`src/rtl/csa_limb_sequencer_if.sv`:
```
// csa_limb_sequencer_if: request, shared-adder and response signals of csa_limb_sequencer.
// rsp_ovf exists only when CSA_SEQ_OVF_EN is defined.
interface csa_limb_sequencer_if #(
    parameter int LIMBS = 4,
    parameter int NREQ  = 2
);
    localparam int W   = 16 * LIMBS;
    localparam int IDW = NREQ > 1 ? $clog2(NREQ) : 1;
    logic [NREQ-1:0]   req_valid;
    logic [NREQ-1:0]   req_ready;
    logic [NREQ*W-1:0] req_a;
    logic [NREQ*W-1:0] req_b;
    logic [NREQ-1:0]   req_cin;
    logic [15:0]       add_a;
    logic [15:0]       add_b;
    logic              add_cin;
    logic [16:0]       add_sum;
    logic              rsp_valid;
    logic              rsp_ready;
    logic [IDW-1:0]    rsp_id;
    logic [W-1:0]      rsp_sum;
    logic              rsp_cout;
`ifdef CSA_SEQ_OVF_EN
    logic              rsp_ovf;
`endif
    modport master (
        output req_valid, req_a, req_b, req_cin, add_sum, rsp_ready,
        input  req_ready, add_a, add_b, add_cin, rsp_valid, rsp_id, rsp_sum, rsp_cout
`ifdef CSA_SEQ_OVF_EN
        , input rsp_ovf
`endif
    );
    modport slave (
        input  req_valid, req_a, req_b, req_cin, add_sum, rsp_ready,
        output req_ready, add_a, add_b, add_cin, rsp_valid, rsp_id, rsp_sum, rsp_cout
`ifdef CSA_SEQ_OVF_EN
        , output rsp_ovf
`endif
    );
endinterface

```
`src/rtl/csa_limb_sequencer.sv`:
```
// csa_limb_sequencer: round-robin multi-precision adder sharing one 16-bit external adder.
// Define CSA_SEQ_OVF_EN to add the rsp_ovf signed-overflow output.
module csa_limb_sequencer #(
    parameter int LIMBS = 4,
    parameter int NREQ  = 2
) (
    input logic                 clk,
    input logic                 rst_n,
    csa_limb_sequencer_if.slave bus
);
    localparam int W   = 16 * LIMBS;
    localparam int IDW = NREQ > 1 ? $clog2(NREQ) : 1;
    localparam int KW  = LIMBS > 1 ? $clog2(LIMBS) : 1;
    typedef enum logic [1:0] {IDLE, RUN, DONE} state_t;
    state_t         state_q;
    logic [W-1:0]   a_q, b_q, sum_q;
    logic [KW-1:0]  k_q;
    logic [IDW-1:0] ptr_q, id_q, grant, idx, ptr_d;
    logic           carry_q, cout_q, rsp_valid_q, found;
`ifdef CSA_SEQ_OVF_EN
    logic           ovf_q;
    assign bus.rsp_ovf = ovf_q;
`endif
    // first valid requester at or above ptr_q, wrapping
    always_comb begin
        grant = ptr_q;
        idx   = ptr_q;
        found = 1'b0;
        for (int j = 0; j < NREQ; j++) begin
            idx = IDW'((int'(ptr_q) + j) % NREQ);
            if (!found && bus.req_valid[idx]) begin
                found = 1'b1;
                grant = idx;
            end
        end
        ptr_d = IDW'((int'(grant) + 1) % NREQ);
    end
    assign bus.req_ready = (state_q == IDLE && found) ? NREQ'(1) << grant : '0;
    assign bus.add_a     = state_q == RUN ? a_q[16*k_q +: 16] : '0;
    assign bus.add_b     = state_q == RUN ? b_q[16*k_q +: 16] : '0;
    assign bus.add_cin   = state_q == RUN && carry_q;
    assign bus.rsp_valid = rsp_valid_q;
    assign bus.rsp_id    = id_q;
    assign bus.rsp_sum   = sum_q;
    assign bus.rsp_cout  = cout_q;
    always_ff @(posedge clk or negedge rst_n) begin
        if (!rst_n) begin
            state_q     <= IDLE;
            ptr_q       <= '0;
            id_q        <= '0;
            k_q         <= '0;
            carry_q     <= 1'b0;
            cout_q      <= 1'b0;
            rsp_valid_q <= 1'b0;
            a_q         <= '0;
            b_q         <= '0;
            sum_q       <= '0;
`ifdef CSA_SEQ_OVF_EN
            ovf_q       <= 1'b0;
`endif
        end else begin
            case (state_q)
                IDLE: if (found) begin
                    a_q     <= bus.req_a[grant*W +: W];
                    b_q     <= bus.req_b[grant*W +: W];
                    carry_q <= bus.req_cin[grant];
                    id_q    <= grant;
                    ptr_q   <= ptr_d;
                    k_q     <= '0;
                    state_q <= RUN;
                end
                RUN: begin
                    sum_q[16*k_q +: 16] <= bus.add_sum[15:0];
                    carry_q             <= bus.add_sum[16];
                    k_q                 <= k_q + 1'b1;
                    if (k_q == KW'(LIMBS - 1)) begin
                        k_q         <= '0;
                        cout_q      <= bus.add_sum[16];
                        rsp_valid_q <= 1'b1;
                        state_q     <= DONE;
`ifdef CSA_SEQ_OVF_EN
                        // carry into the sign bit recovered from the sum bit and its operand bits
                        ovf_q       <= bus.add_sum[15] ^ a_q[W-1] ^ b_q[W-1] ^ bus.add_sum[16];
`endif
                    end
                end
                DONE: if (bus.rsp_ready) begin
                    rsp_valid_q <= 1'b0;
                    state_q     <= IDLE;
                end
                default: state_q <= IDLE;
            endcase
        end
    end
endmodule

```
`src/flat_wrapper.sv`:
```
// flat-port wrapper written by rule: the top's interface ports become plain ports
module csa_limb_sequencer_flat 
#(
    parameter int LIMBS = 4,
    parameter int NREQ  = 2
)
  (clk, rst_n, bus_req_valid, bus_req_a, bus_req_b, bus_req_cin, bus_add_sum, bus_rsp_ready, bus_req_ready, bus_add_a, bus_add_b, bus_add_cin, bus_rsp_valid, bus_rsp_id, bus_rsp_sum, bus_rsp_cout);
  csa_limb_sequencer_if #(.LIMBS(LIMBS), .NREQ(NREQ)) bus_i ();
  input logic clk;
  input logic rst_n;
  input wire logic [$bits(bus_i.req_valid)-1:0] bus_req_valid;
  input wire logic [$bits(bus_i.req_a)-1:0] bus_req_a;
  input wire logic [$bits(bus_i.req_b)-1:0] bus_req_b;
  input wire logic [$bits(bus_i.req_cin)-1:0] bus_req_cin;
  input wire logic [$bits(bus_i.add_sum)-1:0] bus_add_sum;
  input wire logic [$bits(bus_i.rsp_ready)-1:0] bus_rsp_ready;
  output wire logic [$bits(bus_i.req_ready)-1:0] bus_req_ready;
  output wire logic [$bits(bus_i.add_a)-1:0] bus_add_a;
  output wire logic [$bits(bus_i.add_b)-1:0] bus_add_b;
  output wire logic [$bits(bus_i.add_cin)-1:0] bus_add_cin;
  output wire logic [$bits(bus_i.rsp_valid)-1:0] bus_rsp_valid;
  output wire logic [$bits(bus_i.rsp_id)-1:0] bus_rsp_id;
  output wire logic [$bits(bus_i.rsp_sum)-1:0] bus_rsp_sum;
  output wire logic [$bits(bus_i.rsp_cout)-1:0] bus_rsp_cout;
  assign bus_i.req_valid = bus_req_valid;
  assign bus_i.req_a = bus_req_a;
  assign bus_i.req_b = bus_req_b;
  assign bus_i.req_cin = bus_req_cin;
  assign bus_i.add_sum = bus_add_sum;
  assign bus_i.rsp_ready = bus_rsp_ready;
  assign bus_req_ready = bus_i.req_ready;
  assign bus_add_a = bus_i.add_a;
  assign bus_add_b = bus_i.add_b;
  assign bus_add_cin = bus_i.add_cin;
  assign bus_rsp_valid = bus_i.rsp_valid;
  assign bus_rsp_id = bus_i.rsp_id;
  assign bus_rsp_sum = bus_i.rsp_sum;
  assign bus_rsp_cout = bus_i.rsp_cout;
  csa_limb_sequencer #(.LIMBS(LIMBS), .NREQ(NREQ)) u_core (.clk(clk), .rst_n(rst_n), .bus(bus_i));
endmodule
```
`config.mk`:
```
export PLATFORM = sky130hd
export DESIGN_NAME = csa_limb_sequencer_flat
export DESIGN_NICKNAME = d
export VERILOG_FILES = /design/src/rtl/csa_limb_sequencer_if.sv /design/src/rtl/csa_limb_sequencer.sv /design/src/flat_wrapper.sv
export SDC_FILE = /design/constraint.sdc
export NUM_CORES = 1
export LEC_CHECK = 0
export ABC_AREA = 0
export CORE_AREA = 2 2 147 149
export DETAILED_ROUTE_END_ITERATION = 7
export DIE_AREA = 0 0 149 151
export PLACE_DENSITY = 0.84
export SKIP_CTS_REPAIR_TIMING = 1
export SYNTH_ARGS = -nofsm -noshare
export SYNTH_HDL_FRONTEND = slang
export SYNTH_SLANG_ARGS = --single-unit
```
`constraint.sdc`:
```
create_clock -name clk -period 6.3 [get_ports clk]
set_clock_uncertainty 0.15 [all_clocks]
set_input_delay 1.89 -clock clk [delete_from_list [all_inputs] [get_ports clk]]
set_output_delay 1.89 -clock clk [all_outputs]
set_load 0.01 [all_outputs]
```
# After elaboration in Yosys (flattened, before gate mapping)
# Index checks and enable logic that the tools add are counted.
# totals
ff_bits,201
inputBits,280
output_inout_bits,102
wordCells,67
# op_classes
addsub,4
order_cmp,3
n_eq_ne,6
n_shift,7
muxes,25
reduce_logical,12
# ops
op,n
indexed part select 128 x 8 -> 64 bit,2
indexed part select 64 x 7 -> 16 bit,2
bitwise mux 64 bit,1
"variable shift 16 x 34 -> 64 bit, first input constant",1
indexed part select 16 x 34 -> 64 bit,1
negator 6 -> 34 bit,1
two-way mux 16 bit,2
two-way mux 1 bit,12
two-way mux 2 bit,6
"< comparator 1 x 2 -> 1 bit, second input constant",3
case mux 2 bit (3 select lines),1
AND reduction 2 bit,3
AND reduction 3 bit,2
"equality test 2 bit, second input constant",2
"!= test 2 bit, second input constant",2
case mux 1 bit (2 select lines),2
case mux 2 bit (2 select lines),1
nonzero test 2 bit,2
logical AND 1 bit,3
"adder 1 bit, second input constant",2
"adder 2 x 1 -> 2 bit, second input constant",1
"equality test 2 x 1 -> 1 bit, second input constant",1
zero test 2 bit,1
"!= test 2 x 1 -> 1 bit, second input constant",1
2 further kinds,2

# Logic depth before layout (Yosys ltp)
# Gate-level depths: netlist of the first run.
# logic_depth
depth_word,10
ltp_mapped,8
depth_no_buf,5

# Worst setup path after synthesis of the first run
# No wires, ideal clock.
# synth_path
kind,input to output
start,input port bus_req_valid[1]
end,output port bus_req_ready[0]
arrival_ps,2568
t_required_ps,4260
path_slack_ps,1692
path_stages,4
n_path_buf,2
cell_sequence,nand2_1 > and3_1 > clkbuf_1 > buf_1
# synth_via
elab_chain_len,8
elab_cells_between_ends,12
classes_between,shift: 1; mux: 8; reduce/logical: 3
# synth_lines
item,line_no,text
"start, declared",flat_wrapper.sv:11,input wire logic [$bits(bus_i.req_valid)-1:0] bus_req_valid;
two-way mux 1 bit (implied by the code) (2 in series),csa_limb_sequencer.sv:31,if (!found && bus.req_valid[idx]) begin
two-way mux 1 bit,csa_limb_sequencer.sv:31,
zero test 1 bit,csa_limb_sequencer.sv:31,
logical AND 1 bit,csa_limb_sequencer.sv:31,
two-way mux 1 bit,csa_limb_sequencer.sv:31,
<< shifter 1 x 1 -> 2 bit / logical AND 1 bit (equally long branches),csa_limb_sequencer.sv:38,assign bus.req_ready = (state_q == IDLE && found) ? NREQ'(1) << grant : '0;
two-way mux 2 bit (*),csa_limb_sequencer.sv:38,
"end, declared",flat_wrapper.sv:17,output wire logic [$bits(bus_i.req_ready)-1:0] bus_req_ready;
# Mark *: on every way between the ends. The rest lies on a longest branch, timed or not. The select of a mux whose other input is x is not followed.

# Final worst setup path of the first run
# layout_path
start,input port bus_req_valid[0]
end,output port bus_req_ready[1]
# The elaborated chain is that of the path after synthesis.

==> results of run 1 <==
[cell families after synthesis]
family	synth area share, %
fa+ha+maj	0.6498
simple gates	5.315
compound gates	29.51
flops	52.24
buf+inv	4.678
mux	7.602
[sequential cells by signal, indices dropped and copies added, names as in the netlist]
signal and flops:
u_core.bus.rsp_valid 1, u_core.bus.rsp_cout 1, u_core.carry_q 1, u_core.k_q 2
u_core.ptr_q 1, u_core.bus.rsp_sum 64, u_core.a_q 64, u_core.bus.rsp_id 1
u_core.state_q 2, u_core.b_q 64
[cell type report]
cell class                      count  area (um2)
Antenna cell                        8       20.02
Clock buffer                       33       673.1
Clock inverter                      7       91.34
Fill cell                        1534        6554
Inverter                            3       11.26
Multi-Input combinational cell    458        4169
Sequential cell                   201        5032
Tap cell                          275       344.1
Timing Repair Buffer              394        3928
[report_power, final]
group | internal, mW | switching [mW]
logic | 1.75 | 1.31
clock network | 0.821 | 0.526
registers | 1.86 | 0.453
[metal layers]
layer	GRT usage (%)	wire, um
met5	0	11
met4	12.43	1391
met3	6.988	2767
met2	47.86	15980
met1	34.73	12470
[through the flow]
stage | hold slack (ns) | utilization [%] | instances | power [mW] | area [um2]
global route | 0.3576 | 68.51 | 1378 | 7.079 | 14270
CTS | 0.3322 | 68.43 | 1371 | 6.750 | 14250
global placement | 0.3149 | 64.76 | 1331 | 5.263 | 13480
finish | 0.3301 | 68.53 | 1379 | 6.721 | 14270
floorplan | 0.3230 | - | 742 | 4.058 | 9628
detailed placement | 0.3170 | 64.76 | 1331 | 5.360 | 13480
[layout by cell type, fill, tap and decap left out, types with 7 or more instances in the layout]
master and instances:
and2_1 34, clkbuf_16 23, mux4_2 32, nand2_1 31, a221o_1 128, dfrtp_1 199, o21ai_0 9, o21ai_1 9
a22o_1 52, a21boi_0 128, clkbuf_8 7, clkdlybuf4s50_1 380, buf_4 12, diode_2 8
[critical path: cells and delay by family]
kind | cells | cell delay [ns]
buffers and inverters | 2 | 1.14
AND/OR/NAND/NOR | 2 | 0.42
[worst paths after layout]
| path | slack, ns | to | from | cells past startpoint |
|---|---|---|---|---|
| setup / recovery | 0.80 | bus_req_ready[1] | bus_req_valid[0] | 4 |
| hold / removal | 0.33 | u_core.bus.rsp_id$_DFFE_PN0N_ | u_core.bus.rsp_id$_DFFE_PN0N_ | 1 |
| setup reg to reg | 2.84 | u_core.bus.rsp_sum[62]$_DFFE_PN0P_ | u_core.k_q[0]$_DFFE_PN0P_ | 5 |
| hold reg to reg | 0.33 | u_core.bus.rsp_id$_DFFE_PN0N_ | u_core.bus.rsp_id$_DFFE_PN0N_ | 1 |
| max in group asynchronous | 3.55 | u_core.a_q[56]$_DFFE_PN0N_ | rst_n | 2 |
| min in group asynchronous | 1.35 | u_core.a_q[59]$_DFFE_PN0N_ | rst_n | 1 |
==> impl_metrics.ini, run 1 <==
[power]
p_per_area_nw_per_um2 = 471.0
leakagePower_nw = 5.834
peakVddDrop_uv = 241.7

[synth]
ys.flop_type = dfrtp_1
synth_area_um2 = 9628
yosys-top-cells-count = 201 x dfrtp_1, 128 x a21boi_0, 128 x a221o_1, 52 x a22o_1, 45 x clkbuf_1
synth.ff_latch_count = 201
syn-instance-count = 742
synth-edff-count = 0
netlist_top_cells_area = dfrtp_1 52%, a221o_1 13%, a21boi_0 10%
yosysMostFrequentCell = dfrtp_1
netlist.area_leader.share_pct = 52.24
synth_cell_types = 40
synth_warnings = 0
async_flop_share_pct = 100.0
syn_area_per_cell_um2 = 12.98
syn-num-nets = 1027
synth_area_leader_cell = dfrtp_1
yosysSeqAreaShare_pct = 52.24

[clocking]
clk_pin_slew_ns = 0.06
clock_latency_ns = 0.50
cts_buffer_depth = 3
cts-root-buf = clkbuf_16
cts_buffers = 22
clock-sinks = 201
htree_levels = 1
cts_tree = yes

[timing]
maxSlewViolCount = 0
hold_viol = 0
relSlewSlack_pct = 20.32
min_period_ns = 5.501
rsz0062_at_grt = no
setup-violations-final = 0
worstMarginPinSlew_ns = 1.195
setup-tns-final_ns = 0
timing.fmax_mhz = 181.8
postLayoutSetupSlackWorst_ns = 0.7994
period_share_pct = 87.31

[setup_path]
required_ns = 4.26
cpPeakStageDelay_ns = 0.67
cp_cell_sequence = clkdlybuf4s50_1 -> nor2b_1 -> nor3b_4 -> clkdlybuf4s50_1
worst-setup-path-type = in2out
cp_data_arrival_time_ns = 3.46
cp_max_fo = 5
crit_path_frequent_cell = clkdlybuf4s50_1
cp_slowest_cell = clkdlybuf4s50_1
endpoint_kind = output port
crit_path_start_kind = input pin

[route]
antenna_left = 0
vias = 8272
drtPass1Iterations = 5
drc = 0
wl_per_cell_um = 23.65
wirelength_mm = 32.62
viasPerCell = 5.999
first_iter_violations = 573

[floorplan]
start_util_pct = 46.24
die_area_um2 = 22500
die_h_um = 151
placementRows = 53
die_x_um = 149
core-area_um2 = 20820
ios = 382

[worst_hold_path]
hold_class = reg2reg

[cells_and_area]
fin_nets = 1365
syn_to_final_growth_pct = 48.20
drive_gt1_share_pct = 8.577

[grt]
grt_pass1_vias = 8805
grt_use_total_pct = 28.34
antenna_found_initial = 9
grt_pass1_wl_mm = 49.40
gr-total-overflow = 0
grt_max_degree = 131

[placed_design]
gp_congestion = 0.8714
dp_slack_ns = 0.7934
portBuffers = 381
dp_hpwl_mm = 22.45

[run_status]
status = finished, final reports clean

[job]
cap_violations = 0
Power figures use the tool's default switching activity.
==> run 2, diff against run 1 <==
--- a/config.mk
+++ b/config.mk
@@ -9,6 +9,7 @@
 export CORE_AREA = 2 2 147 149
 export DETAILED_ROUTE_END_ITERATION = 7
 export DIE_AREA = 0 0 149 151
+export GPL_ROUTABILITY_DRIVEN = 0
 export PLACE_DENSITY = 0.84
 export SKIP_CTS_REPAIR_TIMING = 1
 export SYNTH_ARGS = -nofsm -noshare
==> results of run 2 <==
Same layout as run 1: the final DEF is identical, and so are final timing and power.
